[src/rtl/tisc_pkg.sv]
// Shared register map, STATUS/CFG field positions and SPI FSM state type
// for the TISC control/SPI slave.
package tisc_pkg;

    localparam logic [3:0] REG_IDENT   = 4'd0;
    localparam logic [3:0] REG_VERSION = 4'd1;
    localparam logic [3:0] REG_CTRL    = 4'd2;
    localparam logic [3:0] REG_CS      = 4'd3;
    localparam logic [3:0] REG_CFG     = 4'd4;
    localparam logic [3:0] REG_DATA    = 4'd5;
    localparam logic [3:0] REG_STATUS  = 4'd6;
    localparam logic [3:0] REG_SCRATCH = 4'd7;

    localparam int ST_BUSY = 0;
    localparam int ST_DONE = 1;
    localparam int ST_OVR  = 2;

    localparam int CFG_DIV_LSB = 0;
    localparam int CFG_DIV_MSB = 7;
    localparam int CFG_CPOL    = 8;
    localparam int CFG_CPHA    = 9;

    typedef enum logic {
        SPI_IDLE  = 1'b0,
        SPI_SHIFT = 1'b1
    } spi_state_t;

endpackage

[src/rtl/tisc_spi_engine.sv]
// SPI byte shift engine: SCK divider, edge counter, tx/rx shift registers and
// IDLE/SHIFT FSM. All four CPOL/CPHA modes, MSB first, 16 SCK edges per byte.
module tisc_spi_engine
    import tisc_pkg::*;
(
    input  logic       i_clk,
    input  logic       i_rst_n,
    input  logic       i_start,
    input  logic [7:0] i_tx,
    input  logic [7:0] i_div,
    input  logic       i_cpol,
    input  logic       i_cpha,
    input  logic       i_miso,
    output logic       o_busy,
    output logic       o_done_pulse,
    output logic       o_sck,
    output logic       o_mosi,
    output logic [7:0] o_rx
);

    spi_state_t r_state;
    spi_state_t w_next_state;

    logic [7:0] r_div;
    logic       r_cpha;
    logic [7:0] r_div_cnt;
    logic [3:0] r_edge;
    logic [7:0] r_tx_sh;
    logic [7:0] r_rx_sh;
    logic [7:0] r_rx;
    logic       r_sck;
    logic       r_mosi;

    logic w_tick;
    logic w_last;
    logic w_odd;
    logic w_sample;
    logic w_shift;

    // r_edge counts edges already made, so the upcoming edge number is r_edge+1
    assign w_tick   = (r_state == SPI_SHIFT) && (r_div_cnt == r_div);
    assign w_last   = w_tick && (r_edge == 4'd15);
    assign w_odd    = ~r_edge[0];
    assign w_sample = w_tick && (r_cpha ? ~w_odd : w_odd);
    assign w_shift  = w_tick && (r_cpha ? w_odd : (~w_odd && !w_last));

    always_ff @(posedge i_clk or negedge i_rst_n) begin
        if (!i_rst_n) r_state <= SPI_IDLE;
        else          r_state <= w_next_state;
    end

    always_comb begin
        w_next_state = r_state;
        case (r_state)
            SPI_IDLE:  if (i_start) w_next_state = SPI_SHIFT;
            SPI_SHIFT: if (w_last)  w_next_state = SPI_IDLE;
            default:   w_next_state = SPI_IDLE;
        endcase
    end

    always_comb begin
        o_busy       = (r_state == SPI_SHIFT);
        o_done_pulse = w_last;
    end

    always_ff @(posedge i_clk or negedge i_rst_n) begin
        if (!i_rst_n) begin
            r_div     <= 8'd0;
            r_cpha    <= 1'b0;
            r_div_cnt <= 8'd0;
            r_edge    <= 4'd0;
            r_tx_sh   <= 8'd0;
            r_rx_sh   <= 8'd0;
            r_rx      <= 8'd0;
            r_sck     <= 1'b0;
            r_mosi    <= 1'b0;
        end else if (r_state == SPI_IDLE) begin
            r_sck     <= i_cpol;
            r_div_cnt <= 8'd0;
            r_edge    <= 4'd0;
            if (i_start) begin
                r_div   <= i_div;
                r_cpha  <= i_cpha;
                r_rx_sh <= 8'd0;
                // CPHA=0 presents bit 7 immediately; CPHA=1 waits for edge 1
                if (i_cpha) begin
                    r_tx_sh <= i_tx;
                end else begin
                    r_tx_sh <= {i_tx[6:0], 1'b0};
                    r_mosi  <= i_tx[7];
                end
            end
        end else begin
            if (w_tick) begin
                r_div_cnt <= 8'd0;
                r_sck     <= ~r_sck;
                r_edge    <= r_edge + 4'd1;
            end else begin
                r_div_cnt <= r_div_cnt + 8'd1;
            end
            if (w_shift) begin
                r_mosi  <= r_tx_sh[7];
                r_tx_sh <= {r_tx_sh[6:0], 1'b0};
            end
            if (w_sample) r_rx_sh <= {r_rx_sh[6:0], i_miso};
            if (w_last)   r_rx    <= r_cpha ? {r_rx_sh[6:0], i_miso} : r_rx_sh;
        end
    end

    assign o_sck  = r_sck;
    assign o_mosi = r_mosi;
    assign o_rx   = r_rx;

endmodule

[src/rtl/tisc_ctrl_spi_v2.sv]
// TISC identification/control/SPI-master slave on a 64-byte WISHBONE classic
// window: bus decode, registers, STATUS sticky bits and reset synchroniser.
module tisc_ctrl_spi_v2
    import tisc_pkg::*;
#(
    parameter logic [31:0]      IDENT      = 32'h54534332,
    parameter logic [31:0]      VERSION    = 32'h0,
    parameter int               NCTRL      = 2,
    parameter logic [NCTRL-1:0] CTRL_RESET = 2'b11,
    parameter int               NCS        = 1,
    parameter logic [7:0]       DIV_RESET  = 8'd3
)(
    input  logic             clk_i,
    input  logic             rst_n_i,
    input  logic             cyc_i,
    input  logic             stb_i,
    input  logic             we_i,
    input  logic [5:0]       adr_i,
    input  logic [31:0]      dat_i,
    input  logic [3:0]       sel_i,
    output logic [31:0]      dat_o,
    output logic             ack_o,
    output logic             err_o,
    output logic             rty_o,
    output logic [NCTRL-1:0] ctrl_o,
    output logic [NCS-1:0]   CS_B,
    output logic             SCK,
    output logic             MOSI,
    input  logic             MISO
);

    logic [1:0]       r_rst_sync;
    logic             w_rst_n;
    logic             r_ack;
    logic [31:0]      r_dat;
    logic [NCTRL-1:0] r_ctrl;
    logic [NCS-1:0]   r_cs;
    logic [7:0]       r_div;
    logic             r_cpol;
    logic             r_cpha;
    logic             r_done;
    logic             r_ovr;
    logic [31:0]      r_scratch;

    logic        w_req;
    logic        w_wr;
    logic [3:0]  w_word;
    logic        w_data_wr;
    logic        w_status_wr;
    logic        w_start;
    logic        w_busy;
    logic        w_done_pulse;
    logic [7:0]  w_rx;
    logic [31:0] w_rd_data;
    logic [31:0] w_ctrl_rd;
    logic [31:0] w_cs_rd;
    logic        w_unused;

    // Assertion reaches every flop asynchronously; release waits two clocks
    always_ff @(posedge clk_i or negedge rst_n_i) begin
        if (!rst_n_i) r_rst_sync <= 2'b00;
        else          r_rst_sync <= {r_rst_sync[0], 1'b1};
    end
    assign w_rst_n = r_rst_sync[1];

    assign w_req       = cyc_i & stb_i & ~r_ack;
    assign w_wr        = w_req & we_i;
    assign w_word      = adr_i[5:2];
    assign w_data_wr   = w_wr && (w_word == REG_DATA);
    assign w_status_wr = w_wr && (w_word == REG_STATUS);
    assign w_start     = w_data_wr && !w_busy;

    tisc_spi_engine u_spi (
        .i_clk        (clk_i),
        .i_rst_n      (w_rst_n),
        .i_start      (w_start),
        .i_tx         (dat_i[7:0]),
        .i_div        (r_div),
        .i_cpol       (r_cpol),
        .i_cpha       (r_cpha),
        .i_miso       (MISO),
        .o_busy       (w_busy),
        .o_done_pulse (w_done_pulse),
        .o_sck        (SCK),
        .o_mosi       (MOSI),
        .o_rx         (w_rx)
    );

    always_comb begin
        w_ctrl_rd = 32'd0;
        w_ctrl_rd[NCTRL-1:0] = r_ctrl;
        w_cs_rd = 32'd0;
        w_cs_rd[NCS-1:0] = r_cs;
        w_rd_data = 32'd0;
        case (w_word)
            REG_IDENT:   w_rd_data = IDENT;
            REG_VERSION: w_rd_data = VERSION;
            REG_CTRL:    w_rd_data = w_ctrl_rd;
            REG_CS:      w_rd_data = w_cs_rd;
            REG_CFG:     w_rd_data = {22'd0, r_cpha, r_cpol, r_div};
            REG_DATA:    w_rd_data = {24'd0, w_rx};
            REG_STATUS:  w_rd_data = {29'd0, r_ovr, r_done, w_busy};
            REG_SCRATCH: w_rd_data = r_scratch;
            default:     w_rd_data = 32'd0;
        endcase
    end

    always_ff @(posedge clk_i or negedge w_rst_n) begin
        if (!w_rst_n) begin
            r_ack     <= 1'b0;
            r_dat     <= 32'd0;
            r_ctrl    <= CTRL_RESET;
            r_cs      <= '0;
            r_div     <= DIV_RESET;
            r_cpol    <= 1'b0;
            r_cpha    <= 1'b0;
            r_scratch <= 32'd0;
        end else begin
            r_ack <= w_req;
            if (w_req) r_dat <= w_rd_data;
            if (w_wr) begin
                case (w_word)
                    REG_CTRL:    r_ctrl    <= dat_i[NCTRL-1:0];
                    REG_CS:      r_cs      <= dat_i[NCS-1:0];
                    REG_CFG: begin
                        r_div  <= dat_i[CFG_DIV_MSB:CFG_DIV_LSB];
                        r_cpol <= dat_i[CFG_CPOL];
                        r_cpha <= dat_i[CFG_CPHA];
                    end
                    REG_SCRATCH: r_scratch <= dat_i;
                    default: ;
                endcase
            end
        end
    end

    // Sticky bits: a set on the same edge as a write-1 clear wins
    always_ff @(posedge clk_i or negedge w_rst_n) begin
        if (!w_rst_n) begin
            r_done <= 1'b0;
            r_ovr  <= 1'b0;
        end else begin
            r_done <= w_done_pulse | (r_done & ~(w_status_wr & dat_i[ST_DONE]));
            r_ovr  <= (w_data_wr & w_busy) | (r_ovr & ~(w_status_wr & dat_i[ST_OVR]));
        end
    end

    assign dat_o    = r_dat;
    assign ack_o    = r_ack;
    assign err_o    = 1'b0;
    assign rty_o    = 1'b0;
    assign ctrl_o   = r_ctrl;
    assign CS_B     = ~r_cs;
    assign w_unused = &{1'b0, sel_i, adr_i[1:0]};

endmodule

[config.mk]
export PLATFORM = sky130hd
export DESIGN_NAME = tisc_ctrl_spi_v2
export DESIGN_NICKNAME = d
export VERILOG_FILES = /design/src/rtl/tisc_pkg.sv /design/src/rtl/tisc_spi_engine.sv /design/src/rtl/tisc_ctrl_spi_v2.sv
export SDC_FILE = /design/constraint.sdc
export NUM_CORES = 1
export LEC_CHECK = 0
export BUFFER_PORTS_ARGS = -buffer_cell sky130_fd_sc_hd__buf_2
export CAP_MARGIN = 20
export CORE_MARGIN = 3
export CORE_UTILIZATION = 51
export DETAILED_ROUTE_END_ITERATION = 16
export GPL_TIMING_DRIVEN = 0
export PLACE_DENSITY = 0.79
export SLEW_MARGIN = 10
export SYNTH_ARGS = -nofsm -noshare
export SYNTH_HDL_FRONTEND = slang
export SYNTH_SLANG_ARGS = --single-unit
[constraint.sdc]
create_clock -name clk_i -period 4.48 [get_ports clk_i]
set_input_delay 0.224 -clock clk_i [delete_from_list [all_inputs] [get_ports clk_i]]
set_output_delay 0.224 -clock clk_i [all_outputs]
set_load 0.005 [all_outputs]
==> impl_metrics.json <==
{
  "grt-ovfl-total": 0,
  "critPathArrivalTime_ps": 2550,
  "final_nets": 649,
  "multiInputGateArea_um2": 2450,
  "crit_top_cell": "clkbuf_1",
  "fin_util": 0.639,
  "clk_latency_ps": 430,
  "crit_chain": "clkbuf_1 > clkbuf_1 > clkbuf_1 > clkbuf_1 > nand2_1 > mux2i_1",
  "die_area_um2": 12900,
  "port_buffers": 78,
  "crit_type": "reg -> reg",
  "p_leak_uw": 0.00348,
  "io_pins": 88,
  "wl_per_cell_um": 17.6,
  "cts-resized-gates": 0,
  "crit_path_max_fanout": 10,
  "final_hold_viol_count": 0,
  "drc_errors": 0,
  "initial_core_util": 0.534,
  "synthCells": 499,
  "die_y_um": 114,
  "slowest_stage": "clkbuf_1",
  "hold_slack_ps": 27.2,
  "ff2ff_path_depth": 6,
  "hp-class": "in -> reg",
  "grt_pass1_wl_mm": 21.6,
  "cp-start-kind": "flop",
  "final_layout_size_suffix_gt1_frac": 0.327,
  "synth-warning-count": 0,
  "cts_tree": "yes",
  "clkTransAtPathRegs_ps": 60,
  "worstMarginPinSlew_ps": 968,
  "seq_area_um2": 3260,
  "syn_to_final_growth_pct": 19.6,
  "hold_depth": 2,
  "dr.pass1.iters": 4,
  "max_freq_mhz": 454,
  "dr_total_vias": 4138,
  "grt_antenna_before_repair": 0,
  "htree_levels": 4,
  "yosysSeqAreaShare": 0.550,
  "critPathMaxStageDelay_ps": 470,
  "relSlewSlack": 0.349,
  "fin_skew_ps": 7.06,
  "fin_tns_setup_ps": 0,
  "path_depth": 6,
  "place.gp.congestion": 0.846,
  "hpwlAfterDp_mm": 9.48,
  "drtIter0Drc": 361,
  "n_fill_cell": 853,
  "drtAntennaViolNets": 0,
  "numClockSinks": 130,
  "critPathTopFamily": "buffers and inverters",
  "rsz0062_at_grt": "no",
  "ir_drop_mv": 0.386,
  "status": "finished clean",
  "synth.distinct_cells": 47,
  "grt_max_degree": 66,
  "grt_use_total": 0.214,
  "min_period_ps": 2200,
  "routed_wl_mm": 13.2,
  "antenna-diode-count": 0,
  "p_per_area_nw_per_um2": 444,
  "ys_seq_elements": 130,
  "fin_crit_sh": 0.492,
  "ctsRootBufferMaster": "clkbuf_16",
  "synth.avg_cell_area_um2": 11.9,
  "cp.required_ps": 4820,
  "maxCapViolCount": 0,
  "crit_buf_inv": 4,
  "std_cell_rows": 38,
  "syn_area_um2": 5920,
  "crit_path_end_kind": "flop",
  "final_max_slew_viol_count": 0,
  "cts_max_path_buffers": 2,
  "placed_cell_area_um2": 6520,
  "setup_viol_count_final": 0,
  "cts-buffers-inserted": 17,
  "grt_pass1_vias": 4287,
  "die_w_um": 114,
  "avgViaCountPerCell": 5.50,
  "fin_area_um2": 7080,
  "core_um2": 11100
}
kinds of logic (layout without fill, tap and decap cells):
family / count (synthesis) / in the layout / share of synthesized area
XOR/XNOR: 17 / 17 / 0.0252
AND/OR/NAND/NOR: 138 / 138 / 0.114
flip-flops: 130 / 130 / 0.550
other: 2 / 3 / 0.00127
multiplexers: 86 / 86 / 0.178
buffers and inverters: 38 / 150 / 0.0370
adder cells (fa/ha/maj): 2 / 2 / 0.00423
AO/OA/AOI/OAI: 86 / 86 / 0.0898
power breakdown:
group | leakage [uW] | switching [uW] | internal [uW]
sequential | 0.00169 | 116 | 1320
combinational | 0.00152 | 218 | 231
clock | 0.000258 | 538 | 724
total | 0.00348 | 871 | 2270
per-stage QoR:
stage | cells | power (uW) | worst slack [ps]
after floorplan | 500 | 1740 | 597
after global placement | 718 | 1860 | -606
after detailed placement | 719 | 1890 | 2280
after CTS | 752 | 3160 | 2260
after global routing | 752 | 3270 | 1980
final | 752 | 3140 | 2280
sequential cells by signal, summed over array words and instances, names as in the netlist, 2 cells and up:
name / count
ctrl_o: 2
dat_o: 32
r_div: 8
r_rst_sync: 2
r_scratch: 32
u_spi.o_rx: 8
u_spi.r_div: 8
u_spi.r_div_cnt: 8
u_spi.r_edge: 4
u_spi.r_rx_sh: 8
u_spi.r_tx_sh: 8
what timing repair did:
item                                   4_1_cts  5_1_grt
endpoints found under the hold margin        2        0
buffers inserted                             0        0
hold buffers                                 1        0
Yosys cell counts (all sizes together):
| cell type | n | area [um2] |
|---|---|---|
| a21o | 2 | 15.0 |
| nor2b | 3 | 21.3 |
| o21ai | 33 | 165 |
| xnor2 | 13 | 114 |
| nand3b | 2 | 27.5 |
| dfstp | 4 | 105 |
| nor4 | 3 | 40.0 |
| a22o | 19 | 166 |
| a21oi | 23 | 115 |
| a2bb2oi | 1 | 8.76 |
| nand2 | 71 | 267 |
| mux2 | 55 | 732 |
| a211oi | 1 | 7.51 |
| and2 | 2 | 17.5 |
| inv | 7 | 26.3 |
| xor2 | 4 | 35.0 |
| mux2i | 30 | 300 |
| a31oi | 1 | 6.26 |
| dfrtp | 126 | 3150 |
| and3 | 7 | 50.1 |
| nor3 | 3 | 26.3 |
| a32oi | 2 | 17.5 |
| conb | 2 | 7.51 |
| buf | 17 | 140 |
| a221oi | 1 | 8.76 |
| nand4 | 3 | 25.0 |
| clkbuf | 14 | 52.6 |
| o22ai | 1 | 6.26 |
| nand3 | 8 | 40.0 |
| ha | 2 | 25.0 |
| or3 | 5 | 31.3 |
| nand2b | 5 | 31.3 |
| mux4 | 1 | 22.5 |
| a22oi | 2 | 15.0 |
| nor2 | 26 | 97.6 |
routing by layer:
layer  vias up  GRT usage  routed length [um]  part of all wire
li1       1935          -                   -                 -
met1      2063      0.275                5830              0.44
met2       119      0.352                6460              0.49
met3        21     0.0578                 721             0.054
met4         0     0.0737                 232             0.018
met5         -          0                   0                 0
path summary, 6_finish.rpt:
path	slack [ps]	endpoint	startpoint
setup / recovery	2280	u_spi.r_rx_sh[4]$_DFFE_PN0P_	u_spi.o_busy$_DFF_PN0_
hold / removal	30	r_scratch[14]$_DFFE_PN0P_	dat_i[14]
setup reg to reg	2280	u_spi.r_rx_sh[4]$_DFFE_PN0P_	u_spi.o_busy$_DFF_PN0_
hold reg to reg	350	r_rst_sync[1]$_DFF_PN0_	r_rst_sync[0]$_DFF_PN0_
max in group asynchronous	3210	r_div[0]$_DFFE_PN1P_	r_rst_sync[1]$_DFF_PN0_
min in group asynchronous	100	r_rst_sync[1]$_DFF_PN0_	rst_n_i
area by class of cell:
class | instances | share of cell area
plain buffers | 31 | 0.0272
clock buffers | 18 | 0.0620
clock inverters | 14 | 0.0156
inverters | 7 | 0.00371
multi-input cells | 332 | 0.346
flip-flops and latches | 130 | 0.461
well taps | 140 | 0.0247
repair buffers | 80 | 0.0604
placed cells by master (no fill, tap or decap), types with 2 or more instances in the layout:
cell	synthesis	routed
dfrtp_1	126	125
buf_2	7	85
nand2_1	71	71
o21ai_0	33	33
mux2i_1	30	30
mux2_4	30	30
nor2_1	26	26
mux2_2	25	25
a21oi_1	23	23
a22o_1	19	19
clkbuf_16	0	17
clkbuf_1	14	14
xnor2_1	13	13
buf_6	8	8
nand3_1	8	8
clkinv_4	0	7
inv_1	6	6
or3_1	5	5
and3_1	5	5
nand2b_1	5	5
xor2_1	4	4
clkinvlp_4	0	4
dfstp_2	4	4
conb_1	2	3
nor2b_1	2	2
a21o_1	2	2
nor3_1	2	2
and2_4	2	2
nand4_1	2	2
a32oi_1	2	2
a22oi_1	2	2
ha_1	2	2
buf_4	2	2
clkinv_2	0	2
No activity file was read; power rests on OpenSTA's default activity.
